<file path="src/rtl/acc_pkg.sv">
// Shared types and default widths for the serial accumulator sequencer.
// Bit order is selected at build time with ACC_SEQ_MSB_FIRST_EN (see acc_seq).
package acc_pkg;

  typedef enum logic [1:0] {
    IDLE  = 2'd0,
    SHIFT = 2'd1,
    CAPT  = 2'd2,
    DONE  = 2'd3
  } acc_seq_state_t;

  localparam int ACC_W     = 8;
  localparam int ACC_CNT_W = 8;

  // Width needed for a counter that must reach the value w inclusive.
  function automatic int bitcnt_w(input int w);
    return $clog2(w + 1);
  endfunction

endpackage

</file>
<file path="src/rtl/acc_seq_shreg.sv">
// Load/shift/collect register pair for acc_seq.
// The outgoing register serialises the accepted word; the result register
// collects the datapath's serial response. Shift direction follows
// ACC_SEQ_MSB_FIRST_EN: undefined = LSB first, defined = MSB first.
module acc_seq_shreg
  import acc_pkg::*;
#(
  parameter int W = ACC_W
) (
  input  logic         clk,
  input  logic         rst,
  input  logic         i_load,
  input  logic [W-1:0] i_data,
  input  logic         i_shift,
  input  logic         i_sample,
  input  logic         i_y,
  output logic         o_bit,
  output logic [W-1:0] o_res
);

  logic [W-1:0] r_sh;
  logic [W-1:0] r_res;

  // Outgoing word: loaded on accept, advanced by one bit per strobe cycle
  always_ff @(posedge clk) begin
    if (i_load) begin
      r_sh <= i_data;
    end else if (i_shift) begin
`ifdef ACC_SEQ_MSB_FIRST_EN
      r_sh <= {r_sh[W-2:0], 1'b0};
`else
      r_sh <= {1'b0, r_sh[W-1:1]};
`endif
    end
  end

  // Result: the first sample ends at the first-sent bit position after W samples
  always_ff @(posedge clk) begin
    if (rst) begin
      r_res <= '0;
    end else if (i_sample) begin
`ifdef ACC_SEQ_MSB_FIRST_EN
      r_res <= {r_res[W-2:0], i_y};
`else
      r_res <= {i_y, r_res[W-1:1]};
`endif
    end
  end

`ifdef ACC_SEQ_MSB_FIRST_EN
  assign o_bit = r_sh[W-1];
`else
  assign o_bit = r_sh[0];
`endif

  assign o_res = r_res;

endmodule

</file>
<file path="src/rtl/acc_seq.sv">
// Word-to-serial sequencer for the 1-bit serial accumulator datapath.
// Accepts a W-bit word, strobes it into the datapath one bit per cycle,
// collects the registered serial response and hands it off over valid/ready.
// Build option: define ACC_SEQ_MSB_FIRST_EN for MSB-first send and collect.
module acc_seq
  import acc_pkg::*;
#(
  parameter int W            = ACC_W,
  parameter int CNT_W        = ACC_CNT_W,
  parameter bit CLR_ON_START = 1'b1
) (
  input  logic             clk,
  input  logic             rst,
  input  logic             in_valid,
  output logic             in_ready,
  input  logic [W-1:0]     in_data,
  output logic             acc_a,
  output logic             acc_iclk,
  output logic             acc_clr,
  input  logic             acc_y,
  output logic             out_valid,
  input  logic             out_ready,
  output logic [W-1:0]     out_data,
  output logic             busy,
  output logic [CNT_W-1:0] words_done
);

  localparam int              BC_W     = bitcnt_w(W);
  localparam logic [BC_W-1:0] LAST_BIT = BC_W'(W - 1);

  acc_seq_state_t   r_state;
  logic [BC_W-1:0]  r_bit_cnt;
  logic             r_in_ready;
  logic             r_out_valid;
  logic             r_iclk;
  logic             r_clr;
  logic [CNT_W-1:0] r_words;

  logic             w_accept;
  logic             w_shift;
  logic             w_sample;
  logic             w_bit;
  logic [W-1:0]     w_res;

  assign w_accept = in_valid & r_in_ready;
  assign w_shift  = (r_state == SHIFT);
  // y lags its strobe by one cycle: first sample is in the second SHIFT
  // cycle, the last one lands in CAPT.
  assign w_sample = (w_shift && (r_bit_cnt != '0)) || (r_state == CAPT);

  acc_seq_shreg #(
    .W (W)
  ) u_shreg (
    .clk      (clk),
    .rst      (rst),
    .i_load   (w_accept),
    .i_data   (in_data),
    .i_shift  (w_shift),
    .i_sample (w_sample),
    .i_y      (acc_y),
    .o_bit    (w_bit),
    .o_res    (w_res)
  );

  // Sequencer FSM with registered handshake, strobe, clear and word counter
  always_ff @(posedge clk) begin
    if (rst) begin
      r_state     <= IDLE;
      r_bit_cnt   <= '0;
      r_in_ready  <= 1'b1;
      r_out_valid <= 1'b0;
      r_iclk      <= 1'b0;
      r_clr       <= 1'b0;
      r_words     <= '0;
    end else begin
      r_clr <= 1'b0;
      case (r_state)
        IDLE: begin
          if (w_accept) begin
            r_state    <= SHIFT;
            r_bit_cnt  <= '0;
            r_in_ready <= 1'b0;
            r_iclk     <= 1'b1;
            r_clr      <= CLR_ON_START;
          end
        end
        SHIFT: begin
          r_bit_cnt <= r_bit_cnt + BC_W'(1);
          if (r_bit_cnt == LAST_BIT) begin
            r_state <= CAPT;
            r_iclk  <= 1'b0;
          end
        end
        CAPT: begin
          r_state     <= DONE;
          r_out_valid <= 1'b1;
        end
        DONE: begin
          if (out_ready) begin
            r_out_valid <= 1'b0;
            r_words     <= r_words + CNT_W'(1);
            r_in_ready  <= 1'b1;
            r_state     <= IDLE;
          end
        end
        default: r_state <= IDLE;
      endcase
    end
  end

  assign in_ready   = r_in_ready;
  assign acc_iclk   = r_iclk;
  assign acc_a      = r_iclk & w_bit;
  assign acc_clr    = r_clr;
  assign out_valid  = r_out_valid;
  assign out_data   = w_res;
  assign busy       = (r_state != IDLE);
  assign words_done = r_words;

endmodule

</file>
<file path="config.mk">
export PLATFORM = sky130hd
export DESIGN_NAME = acc_seq
export DESIGN_NICKNAME = d
export VERILOG_FILES = /design/src/rtl/acc_pkg.sv /design/src/rtl/acc_seq_shreg.sv /design/src/rtl/acc_seq.sv
export SDC_FILE = /design/constraint.sdc
export NUM_CORES = 1
export LEC_CHECK = 0
export ABC_AREA = 1
export CELL_PAD_IN_SITES_DETAIL_PLACEMENT = 1
export CELL_PAD_IN_SITES_GLOBAL_PLACEMENT = 1
export CORE_ASPECT_RATIO = 1.25
export CORE_MARGIN = 4
export CORE_UTILIZATION = 37
export CTS_BUF_LIST = sky130_fd_sc_hd__clkbuf_16
export DETAILED_ROUTE_END_ITERATION = 8
export GPL_ROUTABILITY_DRIVEN = 0
export PLACE_DENSITY = 0.87
export SLEW_MARGIN = 20
export SYNTH_ARGS = -nofsm -noshare
export SYNTH_HDL_FRONTEND = slang
export SYNTH_SLANG_ARGS = --single-unit
</file>
<file path="constraint.sdc">
create_clock -name clk -period 1.8 [get_ports clk]
set_input_delay 0.45 -clock clk [delete_from_list [all_inputs] [get_ports clk]]
set_output_delay 0.45 -clock clk [all_outputs]
set_load 0.02 [all_outputs]
</file>
==> Word level (Yosys, flattened, before mapping) <==
Cells that the tools add are included.
{ "op_classes": {"add_sub_neg": 2, "n_bitwise": 3, "n_reduce_logical": 16, "muxes": 17, "eq_ne": 7} }
{ "op_table": {"columns": ["operator", "count"], "rows": [
  ["8-bit two-way mux", 2],
  ["2-bit nonzero test", 5],
  ["3-bit AND reduction", 3],
  ["8-bit by 1-bit adder with 8-bit output (second input constant)", 1],
  ["2-bit one-hot mux with 4 select lines", 1],
  ["4-bit one-hot mux with 2 select lines", 1],
  ["1-bit two-way mux", 6],
  ["2-bit two-way mux", 3],
  ["1-bit one-hot mux with 2 select lines", 3],
  ["2-bit AND reduction", 3],
  ["4-bit by 1-bit adder with 4-bit output (second input constant)", 1],
  ["2-bit equality test (second input constant)", 2],
  ["4-bit by 3-bit equality test with 1-bit output (second input constant)", 1],
  ["4-bit two-way mux", 1],
  ["2-bit by 1-bit inequality test with 1-bit output (second input constant)", 2],
  ["4-bit nonzero test", 1],
  ["1-bit AND", 2],
  ["2-bit by 1-bit equality test with 1-bit output (second input constant)", 1],
  ["2-bit zero test", 1],
  ["2-bit inequality test (second input constant)", 1],
  ["2-bit OR reduction", 1],
  ["1-bit logical AND", 1],
  ["1-bit logical OR", 1],
  ["1-bit NOT", 1]
]} }
{ "word_totals": {"wordCells": 54, "out_inout_bits": 22, "in_bits": 13, "regBits": 34} }

==> Longest topological paths before layout <==
{ "depth": {"word_depth": 3, "mapped_depth": 9, "mapped_depth_nobuf": 9} }

==> Hierarchy <==
A second synthesis with hierarchy kept.
{ "unflattened": {"cells_unflattened": 221, "area_unflattened_um2": 1630.3} }
{ "by_module_without_submodules": {"columns": ["mod", "seq_area_each_um2", "area_each_um2", "instances", "cells_each"], "rows": [
  ["acc_seq", 360.3, 945.9, 1, 136],
  ["acc_seq_shreg", 400.4, 684.4, 1, 85]
]} }

==> Least setup slack after synthesis <==
No wires, ideal clock.
{ "synth_path": {"path_type": "flip-flop to flip-flop", "from": "register r_state[0]", "to": "register r_bit_cnt[0]", "synth_period_minus_slack_ps": 1296, "arrival_time_ps": 1182, "setup_ps": 115, "path_stages_with_launch": 9, "slack_ps": 504, "cell_sequence": "dfxtp_1 inv_1 ha_1 inv_2 nand2_1 nand2_2 inv_1 o21ai_1 nor2_1"} }
{ "synth_via": {"elab_chain_len": 3, "elab_cells_between_ends": 6, "cone_classes": "2 x eq/ne; 1 x mux; 3 x reduce/logical"} }
{ "synth_rtl": {"columns": ["element", "line", "text"], "rows": [
  ["from (decl)", "acc_seq.sv:31", "acc_seq_state_t r_state;"],
  ["from (signal assigned)", "acc_seq.sv:68", "r_state <= IDLE;"],
  ["from (signal assigned)", "acc_seq.sv:80", "r_state <= SHIFT;"],
  ["from (signal assigned)", "acc_seq.sv:90", "r_state <= CAPT;"],
  ["2-bit by 1-bit equality test with 1-bit output or 2-bit zero test (tied branches)", "acc_seq.sv:77", "case (r_state)"],
  ["2-bit nonzero test (no source line) or 2-bit by 1-bit inequality test with 1-bit output (tied branches)", null, null],
  ["2-bit AND reduction (no source line)", null, null],
  ["to (signal assigned)", "acc_seq.sv:88", "r_bit_cnt <= r_bit_cnt + BC_W'(1);"],
  ["to (decl)", "acc_seq.sv:32", "logic [BC_W-1:0] r_bit_cnt;"]
]} }
Several ways; a longest one is shown, not always the timed one.
A chain may end at the register's enable or synchronous reset.

==> Worst setup path after layout <==
{ "layout_path": {"from": "register r_words[3], in the netlist words_done[3]", "to": "output port words_done[3]"} }
{ "layout_rtl": {"columns": ["element", "line", "text"], "rows": [
  ["from (decl)", "acc_seq.sv:37", "logic [CNT_W-1:0] r_words;"],
  ["from (signal assigned)", "acc_seq.sv:101", "r_words <= r_words + CNT_W'(1);"],
  ["to (decl)", "acc_seq.sv:25", "output logic [CNT_W-1:0] words_done"]
]} }
No word-level cell between the ends.

==> results <==
- The kind of cell with the highest combined delay along the critical path is buffers and inverters.
- Pin placement for this block handled 35 I/O pins.
- The final number of hold-violating endpoints is 0.
- Synthesis produced a netlist with a net count of 220.
- The number of buffers on the longest clock path is 2.
- Input and output buffers added on the ports amount to 34.
- The floorplan step defined a die boundary enclosing 5630 sq um.
- The clock slew at the register clock pins of the worst setup and hold paths is 0.05 ns.
- Entering global routing, the biggest net connects 20 pins.
- The final routed wire length divided by cell count is 13.5 um.
- Hold is met by ~0.47 ns.
- The unique cell type count in the Yosys netlist is 24.
- The transition time of the tightest slew-check pin is 0.345 ns.
- The flow ran to the end, and the final reports show no timing, DRC or antenna violations.
- After synthesis, the cell types taking the most area are sky130_fd_sc_hd__dfxtp_1, sky130_fd_sc_hd__edfxtp_1, sky130_fd_sc_hd__nand2_1.
- The floorplan has 27 rows.
- The first TritonRoute pass finished after 4 iterations.
- For this design the ratio of total power to cell area is 1490 nW/um^2.
- The number of warnings reported in the yosys synthesis log is 0.
- For this run, the slowest stage of the critical path takes between 0.6 and 0.7 ns.
- The synthesized design spends more area on one cell type than any other, namely sky130_fd_sc_hd__dfxtp_1.
- The signal on the critical path passes through clkdlybuf4s50_1.
- By startpoint and endpoint, the worst setup path is classified as flip-flop to output pin.
- The CTS tree is yes.
- Setup repair after global routing left no endpoint under its margin.
- The largest individual stage delay along the critical path comes from the cell sky130_fd_sc_hd__clkdlybuf4s50_1.
- For this block, the initial DRC count from the detailed router was 67.
- The number of diodes is 0.
- The worst ir drop on vdd is 1.04 mV.
- In the layout the commonest cells are sky130_fd_sc_hd__nand2_1, sky130_fd_sc_hd__nor2_1, sky130_fd_sc_hd__clkdlybuf4s50_1, sky130_fd_sc_hd__inv_1, sky130_fd_sc_hd__dfxtp_1.
- The wire-length estimate of the detail-placed layout is a little under 3 mm.
- The routed layout has 1417 vias.
- The number of synthesized register bits is 34.
- Summed over all cells, the static leakage comes to 1.05 nW.
- The worst clock skew on the final layout is about 0.0021 ns.
- The H-tree depth is 2.
- The number of max-cap violations is 0.
- In this run the remaining antenna-violating nets after routing total 0.
- The type of origin of the critical path is a flip-flop.
- The number of endpoints failing setup at the final stage is 0.
- The floorplan step defined a core boundary enclosing 4390 sq um.
- The critical path buffer and inverter count is 1.
- Across the whole layout, storage elements account for around 760 sq um.
- The final net count is 265.
- The CTS sink count is 34.
- The highest fanout seen on the critical path is 5.
- The number of global-route vias before repair came to 1548.
- The effective utilization at floorplan is 37.8%.
- The DRC violation count after routing is 0.
- The wire length of the first global-routing pass is a little over 7 mm.
- The cell count after synthesis came out at 199.
- The share of layout cells above drive strength 1 is 13.9%.
- The portion of the post-synthesis area used by sequential elements is 45.8%.
- The aggregate global-route resource usage is 16.5%.
- The root buffer cell chosen for the clock tree is sky130_fd_sc_hd__clkbuf_16.
- In this run the cell area of the synthesized design comes to 1660 sq um.
- In this run the biggest area consumer among cell types represents 31.3% of the synthesized area.
- In this run, CTS created clock tree buffers numbering 5.
- The horizontal extent of the die is 67.9 um.
- The final wirelength is 4.09 mm.
- The endpoint kind of the worst setup timing path is an output pin.
- The clock period could shrink to 1.74 ns.
- Of the available clock period, the critical path in the final layout requires 96.8%.
- Buffers inserted to repair hold after CTS numbered 0.
- The total overflow left after global routing is 0.
- For the worst setup path, the data arrival time is 1.29 ns.
- The total chip power is approximately 3.4 mW.
- The max-slew headroom at the worst pin is 77.0%.
- The final design utilization is approximately half.
- Clock latency on the worst-skew pair, taken at its later pin, is 0.27 ns.
- For the worst setup path, the data required time is 1.35 ns.
- The multi-input gate area in the final layout is about 750 sq um.
- After synthesis, the mean cell area works out to roughly 8.3 sq um.
- Once layout is complete, the cells apart from fillers number 303.
- The commonest non-fill, non-tap cell in the layout is sky130_fd_sc_hd__nand2_1.
- Fill cells in the final layout number between 500 and 600.
- The max-slew violation total from the final report is 0.
- Adding up every negative setup slack in the final design gives 0 ns.
- The tightest min-delay check is of the flip-flop to flip-flop type.
- The initial antenna violation count came to 0.
- The number of placed instances, taps included, is between 200 and 300.
- After detailed routing, the number of vias per cell comes to 4.68.
- The highest clock frequency the design can meet is roughly 0.57 GHz.
- The growth of design area from synthesis to finish is 36.2%.
- The die boundary height is slightly above 80 um.
-- Yosys cell counts (all sizes together) --
cell type	count
nor3	3
a21oi	9
buf	4
dfxtp	26
nand4	4
nor2	35
edfxtp	8
ha	8
nand2	44
nand3	8
inv	28
o21ai	14
mux2	7
clkinv	1
-- sequential cells by signal, indices dropped and copies added (netlist names) --
register	count
acc_clr	1
u_shreg.r_sh	8
out_valid	1
in_ready	1
words_done	8
r_bit_cnt	4
r_state	2
u_shreg.o_res	8
acc_iclk	1
-- layer usage --
layer	up-vias	global-route usage (%)	share of wire [%]
li1	718	-	-
met1	665	19.5	43
met2	25	27.6	51
met3	9	4.47	4.1
met4	0	5.97	2.2
met5	-	0	0
-- what timing repair did --
action                                  4_1_cts  5_1_grt
endpoints found under the setup margin        1        3
gates resized for setup                       1        4
buffers inserted                              0        0
-- final timing paths --
check | from | endpoint | slack (ns) | cells after the start
hold reg to reg | acc_iclk | acc_iclk | 0.47 | 2
setup / recovery | words_done[3] | words_done[3] | 0.06 | 1
hold / removal | acc_iclk | acc_iclk | 0.47 | 2
setup reg to reg | r_state[0] | u_shreg.r_sh[6] | 0.27 | 4
-- where the power goes --
group          internal [mW]  total (mW)  switching (mW)
clock                  0.497       0.789           0.292
sequential              1.03        1.16           0.128
combinational          0.613        1.43           0.816
-- through the flow --
| stage | setup WS (ns) | instance area [sq um] |
|---|---|---|
| 2_1_floorplan | 0.504 | 1660 |
| 3_3_place_gp | 0.0372 | 2130 |
| 3_5_place_dp | 0.00865 | 2130 |
| 6_report | 0.0573 | 2260 |
| 5_1_grt | 0.00716 | 2260 |
| 4_1_cts | 0.0167 | 2260 |
-- layout make-up --
class,count,share of cell area [%]
Sequential cell,34,33.6
Multi-Input combinational cell,132,33.3
Timing Repair Buffer,42,18.8
Clock buffer,5,5.53
Inverter,29,5.03
Tap cell,58,3.21
Clock inverter,3,0.498
-- cell families after synthesis --
group                      share of synthesized area [%]
adders and majority gates                           6.02
buffers and inverters                               8.81
AOI/OAI and AO/OA                                   7.61
muxes                                               6.33
and+or+nand+nor                                     25.5
DFF                                                 45.8
-- worst register-to-register path: stages (launching register included) --
cell                      delay [ns]
sky130_fd_sc_hd__dfxtp_1        0.33
sky130_fd_sc_hd__buf_4          0.13
sky130_fd_sc_hd__ha_1           0.36
sky130_fd_sc_hd__inv_1          0.11
sky130_fd_sc_hd__nand2_1        0.28
Note: power is estimated with default switching activity, not from simulation.
